[config.mk]
export PLATFORM = sky130hd
export DESIGN_NAME = job_sequencer
export DESIGN_NICKNAME = d
export VERILOG_FILES = /design/src/rtl/job_sequencer.sv
export SDC_FILE = /design/constraint.sdc
export NUM_CORES = 1
export LEC_CHECK = 0
export ABC_AREA = 1
export BUFFER_PORTS_ARGS = -buffer_cell sky130_fd_sc_hd__buf_2
export CORE_UTILIZATION = 53
export CTS_CLUSTER_DIAMETER = 100
export DETAILED_ROUTE_END_ITERATION = 8
export GPL_TIMING_DRIVEN = 0
export PLACE_DENSITY_LB_ADDON = 0.3
export SLEW_MARGIN = 20
export SYNTH_ARGS = -nofsm -noshare
export SYNTH_HDL_FRONTEND = slang
export SYNTH_SLANG_ARGS = --single-unit
[constraint.sdc]
create_clock -name clk -period 1.8 [get_ports clk]
set_clock_uncertainty 0.15 [all_clocks]
set_input_delay 0.18 -clock clk [delete_from_list [all_inputs] [get_ports clk]]
set_output_delay 0.18 -clock clk [all_outputs]
set_load 0.1 [all_outputs]
[src/rtl/job_sequencer.sv]
// Job sequencer: accepts a host command when idle and not held off by rt,
// runs a data phase of cmd_len+1 cycles, and terminates with exactly one of
// endd (normal), stop (abort) or err (fault, held ERR_HOLD cycles). Each
// termination raises a one-cycle completion report on the following cycle.
// An independent ACK_LAT-deep delay line turns req into ack. ACK_LAT must be
// at least 2.
module job_sequencer #(
    parameter int LEN_W    = 8,
    parameter int ERR_HOLD = 2,
    parameter int ACK_LAT  = 5
) (
    input  logic             clk,
    input  logic             rst,
    input  logic             cmd_valid,
    input  logic [LEN_W-1:0] cmd_len,
    input  logic             abort_i,
    input  logic             fault_i,
    input  logic             rt,
    input  logic             req,
    output logic             enable,
    output logic             start,
    output logic             rdy,
    output logic             err,
    output logic             stop,
    output logic             endd,
    output logic             interrupt,
    output logic             status,
    output logic             status_valid,
    output logic             ack
);

    // S_ERR1 is the termination cycle of a fault (err with start/rdy still up);
    // S_ERRH covers the remaining ERR_HOLD-1 cycles of the err burst.
    typedef enum logic [1:0] {
        S_IDLE = 2'd0,
        S_RUN  = 2'd1,
        S_ERR1 = 2'd2,
        S_ERRH = 2'd3
    } state_e;

    state_e             state_q, state_d;
    logic [LEN_W-1:0]   cnt_q, cnt_d;
    logic [1:0]         hold_q, hold_d;
    logic               rt_d1_q, rt_d2_q;
    logic [ACK_LAT-1:0] ack_pipe_q;
    logic               status_valid_q;
    logic               status_q;

    // State, counters, rt history, completion report and ack delay line.
    // NOTE: sequential state uses non-blocking assignments so every flop
    // samples the values from before the edge, independent of statement order.
    always_ff @(posedge clk or negedge rst) begin
        if (!rst) begin
            state_q        <= S_IDLE;
            cnt_q          <= '0;
            hold_q         <= '0;
            rt_d1_q        <= 1'b0;
            rt_d2_q        <= 1'b0;
            ack_pipe_q     <= '0;
            status_valid_q <= 1'b0;
            status_q       <= 1'b0;
        end else begin
            state_q        <= state_d;
            cnt_q          <= cnt_d;
            hold_q         <= hold_d;
            rt_d1_q        <= rt;
            rt_d2_q        <= rt_d1_q;
            ack_pipe_q     <= {ack_pipe_q[ACK_LAT-2:0], req};
            // The report describes the termination seen in the cycle before.
            status_valid_q <= interrupt;
            status_q       <= interrupt & (stop | err);
        end
    end

    // Next-state logic: command accept, run countdown, fault hold sequencing.
    // NOTE: every variable gets a default at the top so no path leaves it
    // unassigned, which would otherwise infer a latch.
    always_comb begin
        state_d = state_q;
        cnt_d   = cnt_q;
        hold_d  = hold_q;
        unique case (state_q)
            S_IDLE: begin
                if (cmd_valid && enable) begin
                    state_d = S_RUN;
                    cnt_d   = cmd_len;
                end
            end
            S_RUN: begin
                // Fault outranks abort, which outranks normal completion.
                if (fault_i) begin
                    state_d = S_ERR1;
                end else if (abort_i || (cnt_q == '0)) begin
                    state_d = S_IDLE;
                end else begin
                    cnt_d = cnt_q - LEN_W'(1);
                end
            end
            S_ERR1: begin
                if (ERR_HOLD > 1) begin
                    state_d = S_ERRH;
                    hold_d  = 2'(ERR_HOLD - 2);
                end else begin
                    state_d = S_IDLE;
                end
            end
            S_ERRH: begin
                if (hold_q == 2'd0) begin
                    state_d = S_IDLE;
                end else begin
                    hold_d = hold_q - 2'd1;
                end
            end
            default: state_d = S_IDLE;
        endcase
    end

    // Output decode: handshake levels from state, stop/endd from live inputs.
    always_comb begin
        // Gating with rst keeps enable low while reset is held.
        enable       = rst && (state_q == S_IDLE) && !rt && !rt_d1_q && !rt_d2_q;
        start        = (state_q == S_RUN) || (state_q == S_ERR1);
        rdy          = start;
        err          = (state_q == S_ERR1) || (state_q == S_ERRH);
        stop         = (state_q == S_RUN) && !fault_i && abort_i;
        endd         = (state_q == S_RUN) && !fault_i && !abort_i && (cnt_q == '0);
        interrupt    = stop || endd || (state_q == S_ERR1);
        status       = status_q;
        status_valid = status_valid_q;
        ack          = ack_pipe_q[ACK_LAT-1];
    end

endmodule
# == Word-level counts from Yosys, hierarchy flattened ==
# Cells that the tools add are included.
# word_totals
ff_bits,21
latch_bits,0
ram_bits,0
romBits,0
inputBits,15
out_inout_bits,10
wordCells,59
memories,0
# classes
n_addsub,2
n_mul,0
n_div,0
order_cmp,0
eq_ne,9
n_shift,0
mux,11
n_bitwise,2
reduce_logical,27
# op_table
cell,count
$mux 8,3
$pmux 8 s2,1
$mux 2,5
$ne 2x2->1 const B,5
$logic_and 1x1->1,9
$logic_not 8->1,1
$pmux 2 s4,1
$sub 8x1->8 const B,1
$logic_not 1->1,5
$logic_or 1x1->1,5
$eq 2x2->1 const B,2
$logic_not 2->1,2
$pmux 2 s2,1
$reduce_and 4->1,1
$reduce_bool 2->1,2
$ne 3x3->1 const B,1
$reduce_and 3->1,1
$eq 2x1->1 const B,1
$reduce_and 2->1,1
$sub 2x1->2 const B,1
$and 1x1->1,1
$or 1x1->1,1

# == Depth between registers and ports, before layout ==
# logic_depth
ltp_word,8
ltp_mapped,11
ltp_nobuf,10

# == Worst setup path before layout ==
# Ideal clock, no wire load.
# synth_path
kind,reg-to-output
startpoint,register state_q[0]
endpoint,output port enable
arrival_ns,3.628
required_time_ns,1.470
setup_slack_ns,-2.158
stages_incl_launch_ff,5
n_path_buf,0
cell_sequence,dfrtp_1 > inv_1 > ha_1 > nand2_1 > nor4_1
# synth_between
elab_chain_cells,5
# synth_rtl
item,line_no,source
start: declaration,41,"state_e state_q, state_d;"
start signal: assignment,63,state_q <= state_d;
$logic_not 2->1,121,enable = rst && (state_q == S_IDLE) && !rt && !rt_d1_q && !rt_d2_q;
$logic_and 1x1->1 (4 in a row),121,
end: declaration,20,"output logic enable,"
# No other way between the ends.

==> impl_metrics.csv <==
group,metric,value,unit
cells_and_area,nets,241,
route,total_length_of_routed_wires,5270,um
synth,yosys_warning_total,0,
clocking,cts_max_path_buffers,2,
grt,largest_net_degree_at_the_start_of_global_routing,22,
place,dpl.hpwl,1900,um
grt,grt_usage,0.383,
synth,syn_inst,158,
cells_and_area,num_antenna_cells,0,
hold_path,min_delay_path_depth,5,
clocking,tritoncts.num_buffers,3,
die,placeableCoreArea,2210,um^2
route,remaining_drc_errors,0,
run,max-cap-violations,0,
place,place.gp.congestion,0.874,
cells_and_area,post_route_cells_drive_above_1_share,0.502,
die,dieWidth,50.3,um
status,run_status,"finished, violations left",
sta,finalWorstSetupSlack,-471,ps
sta,tightestPinTransition,502,ps
clocking,ctsRootBufferMaster,"sky130_fd_sc_hd__clkbuf_4",
sta,hold_slack,-15.5,ps
synth,synth.yosys.seq_area_share,0.425,
die,num_io_pins,25,
die,initial_cell_density_of_the_core,0.559,
synth,synth.cell_area,1240,um^2
route,first_pass_iters,7,
worst_setup_path,cp.required,1920,ps
sta,rsz0062_at_grt,"yes",
status,violations_in_the_final_reports,"negative hold slack, negative setup slack",
sta,final_min_period_over_clock_period,1.26,
clocking,insertion_delay,340,ps
place,buffer_ports.inserted,24,
synth,synth.avg_cell_area,7.82,um^2
route,via_per_inst,6.11,
clocking,cts_h_tree_depth,1,
cells_and_area,layout-area-overhead-vs-synth,61.5,%
route,route.vias.total,1497,
worst_setup_path,path_class,"register to register",
grt,grt.overflow.total,0,
die,design.die.area,2530,um^2
die,die_height,50.3,um
worst_setup_path,worst-r2r-cell-count,13,
route,wire_per_inst,21.5,um
cells_and_area,filler_cell_count,89,
sta,number_of_hold_violations_in_the_final_report,1,
synth,synthesis.nets,181,
synth,number_of_distinct_standard_cells_referenced_by_the_synthesized_netlist,23,
sta,fmax,0.440,GHz
grt,grt_first_pass_wirelength,6830,um
clocking,cts.sink_count,21,
worst_setup_path,startpoint_type,"register",
synth,postSynthRegisterBits,21,
sta,max_slew_margin,0.668,
sta,timing_max_transition_violations_final,0,
route,antenna_left,0,
grt,antenna_found_initial,0,
sta,setup_viol_count_final,18,
die,floorplan.rows,17,
route,drt_first_iter_violations,121,
worst_setup_path,end_kind,"register",
sta,final.min_clock_period,2270,ps
grt,first_global_vias,1455,
worst_setup_path,timing.critical_path.arrival,2390,ps
hold_path,worstHoldPathType,"input pin to register",
worst_setup_path,worstPathMaxFanout,2,
clocking,path_clk_slew,130,ps
worst_setup_path,timing.reg2reg.setup_slack,-470,ps
clocking,tritoncts,"done",
cells in the final DEF, fill, tap and decap left out, types with 2 or more instances in the layout:
cell type,synthesis,final
sky130_fd_sc_hd__nand2_1,57,42
sky130_fd_sc_hd__buf_4,2,23
sky130_fd_sc_hd__dfrtp_1,21,19
sky130_fd_sc_hd__buf_2,1,18
sky130_fd_sc_hd__inv_1,21,13
sky130_fd_sc_hd__nand2_2,2,13
sky130_fd_sc_hd__nand3_1,11,8
sky130_fd_sc_hd__nor2_1,11,7
sky130_fd_sc_hd__buf_12,0,6
sky130_fd_sc_hd__inv_2,0,5
sky130_fd_sc_hd__nand2_4,1,5
sky130_fd_sc_hd__o21ai_0,6,5
sky130_fd_sc_hd__buf_6,0,5
sky130_fd_sc_hd__nor2_4,2,4
sky130_fd_sc_hd__clkbuf_4,0,4
sky130_fd_sc_hd__ha_4,0,4
sky130_fd_sc_hd__nand4_1,3,3
sky130_fd_sc_hd__ha_1,8,3
sky130_fd_sc_hd__dlygate4sd3_1,0,3
sky130_fd_sc_hd__nor2_2,0,2
sky130_fd_sc_hd__clkinvlp_4,0,2
sky130_fd_sc_hd__nand2_8,1,2
sky130_fd_sc_hd__nand3_2,0,2
sky130_fd_sc_hd__o21ai_1,1,2
sky130_fd_sc_hd__dfrtp_2,0,2
per-stage QoR:
step	setup TNS (ps)	setup WS, ps	std cells	utilization	cell area (um^2)
after floorplan	-1850	-511	158	-	1300
after global placement	-490	-272	210	0.656	1450
after detailed placement	-1070	-312	210	0.656	1450
after CTS	-1200	-304	237	0.824	1820
after global routing	-4690	-499	245	0.903	2000
final	-3960	-471	245	0.903	2000
Yosys cell counts:
cell	n	area (um^2)
sky130_fd_sc_hd__o21ai_1	1	5.00
sky130_fd_sc_hd__or2_1	1	6.26
sky130_fd_sc_hd__a21oi_1	2	10.0
sky130_fd_sc_hd__buf_2	1	5.00
sky130_fd_sc_hd__nor2_1	11	41.3
sky130_fd_sc_hd__nand4_1	3	18.8
sky130_fd_sc_hd__nand2_8	1	20.0
sky130_fd_sc_hd__o21ai_4	1	16.3
sky130_fd_sc_hd__nor4_1	1	6.26
sky130_fd_sc_hd__o21ai_0	6	30.0
sky130_fd_sc_hd__o22ai_1	1	6.26
sky130_fd_sc_hd__dfrtp_1	21	526
sky130_fd_sc_hd__buf_4	2	15.0
sky130_fd_sc_hd__nand2_4	1	11.3
sky130_fd_sc_hd__nor3_4	1	16.3
sky130_fd_sc_hd__ha_1	8	100
sky130_fd_sc_hd__inv_4	2	12.5
sky130_fd_sc_hd__nor2_4	2	22.5
sky130_fd_sc_hd__nand3_1	11	55.1
sky130_fd_sc_hd__nand2_1	57	214
sky130_fd_sc_hd__inv_1	21	78.8
sky130_fd_sc_hd__nand2_2	2	12.5
sky130_fd_sc_hd__a22oi_1	1	7.51
layer usage:
layer,GRT usage,share of wire,up-vias
met5,0,0,-
met4,0.292,0.11,0
met3,0.0667,0.12,59
met2,0.644,0.46,153
met1,0.428,0.31,672
li1,-,-,613
area by class of cell:
class	instances	area, um^2	share of cell area
plain buffers	2	15.0	0.00752
clock buffers	3	22.5	0.0113
clock inverters	1	5.00	0.00251
inverters	23	119	0.0595
multi-input cells	112	796	0.398
flip-flops and latches	21	528	0.264
well taps	28	35.0	0.0175
repair buffers	55	477	0.239
critical path: stages (launching register included):
cell,delay (ps)
sky130_fd_sc_hd__dfrtp_1,440
sky130_fd_sc_hd__inv_2,120
sky130_fd_sc_hd__ha_4,180
sky130_fd_sc_hd__clkinv_4,70
sky130_fd_sc_hd__nor2_2,110
sky130_fd_sc_hd__nand2_2,90
sky130_fd_sc_hd__buf_4,140
sky130_fd_sc_hd__buf_4,120
sky130_fd_sc_hd__buf_4,120
sky130_fd_sc_hd__buf_4,130
sky130_fd_sc_hd__buf_4,120
sky130_fd_sc_hd__buf_4,120
sky130_fd_sc_hd__buf_4,120
sky130_fd_sc_hd__a22oi_2,170
path summary, 6_finish.rpt:
path | end | start
worst max register to register | status | register
worst min register to register | ack_pipe_q[4] | ack_pipe_q[3]
worst min-delay path | cnt_q[5] | cmd_len[5]
min in group asynchronous | cnt_q[7] | rst
max in group asynchronous | cnt_q[3] | rst
worst max-delay path | status | register
repair_timing:
action | 4_1_cts | 5_1_grt
cloned | 1 | 0
pin swaps | 15 | 16
hold buffers | 3 | 1
hold endpoints to repair | 23 | 21
setup endpoints to repair | 18 | 18
gates resized for setup | 48 | 36
setup buffers | 20 | 8
flip-flops by register name, summed over array words and instances (netlist names), named ones only:
register	flops
cnt_q	8
rt_d1_q	1
rt_d2_q	1
hold_q	2
state_q	1
status_valid	1
status	1
ack_pipe_q	5
logic make-up (layout without fill, tap and decap cells):
group,after synthesis,after routing,synth area share
simple gates,91,92,0.343
fa+ha+maj,8,8,0.0810
compound gates,12,12,0.0607
flops,21,21,0.425
buf+inv,26,84,0.0901
Power is left out: the tool's default activity adds up to more than one toggle a clock period on the data nets, which glitch-free logic cannot reach.
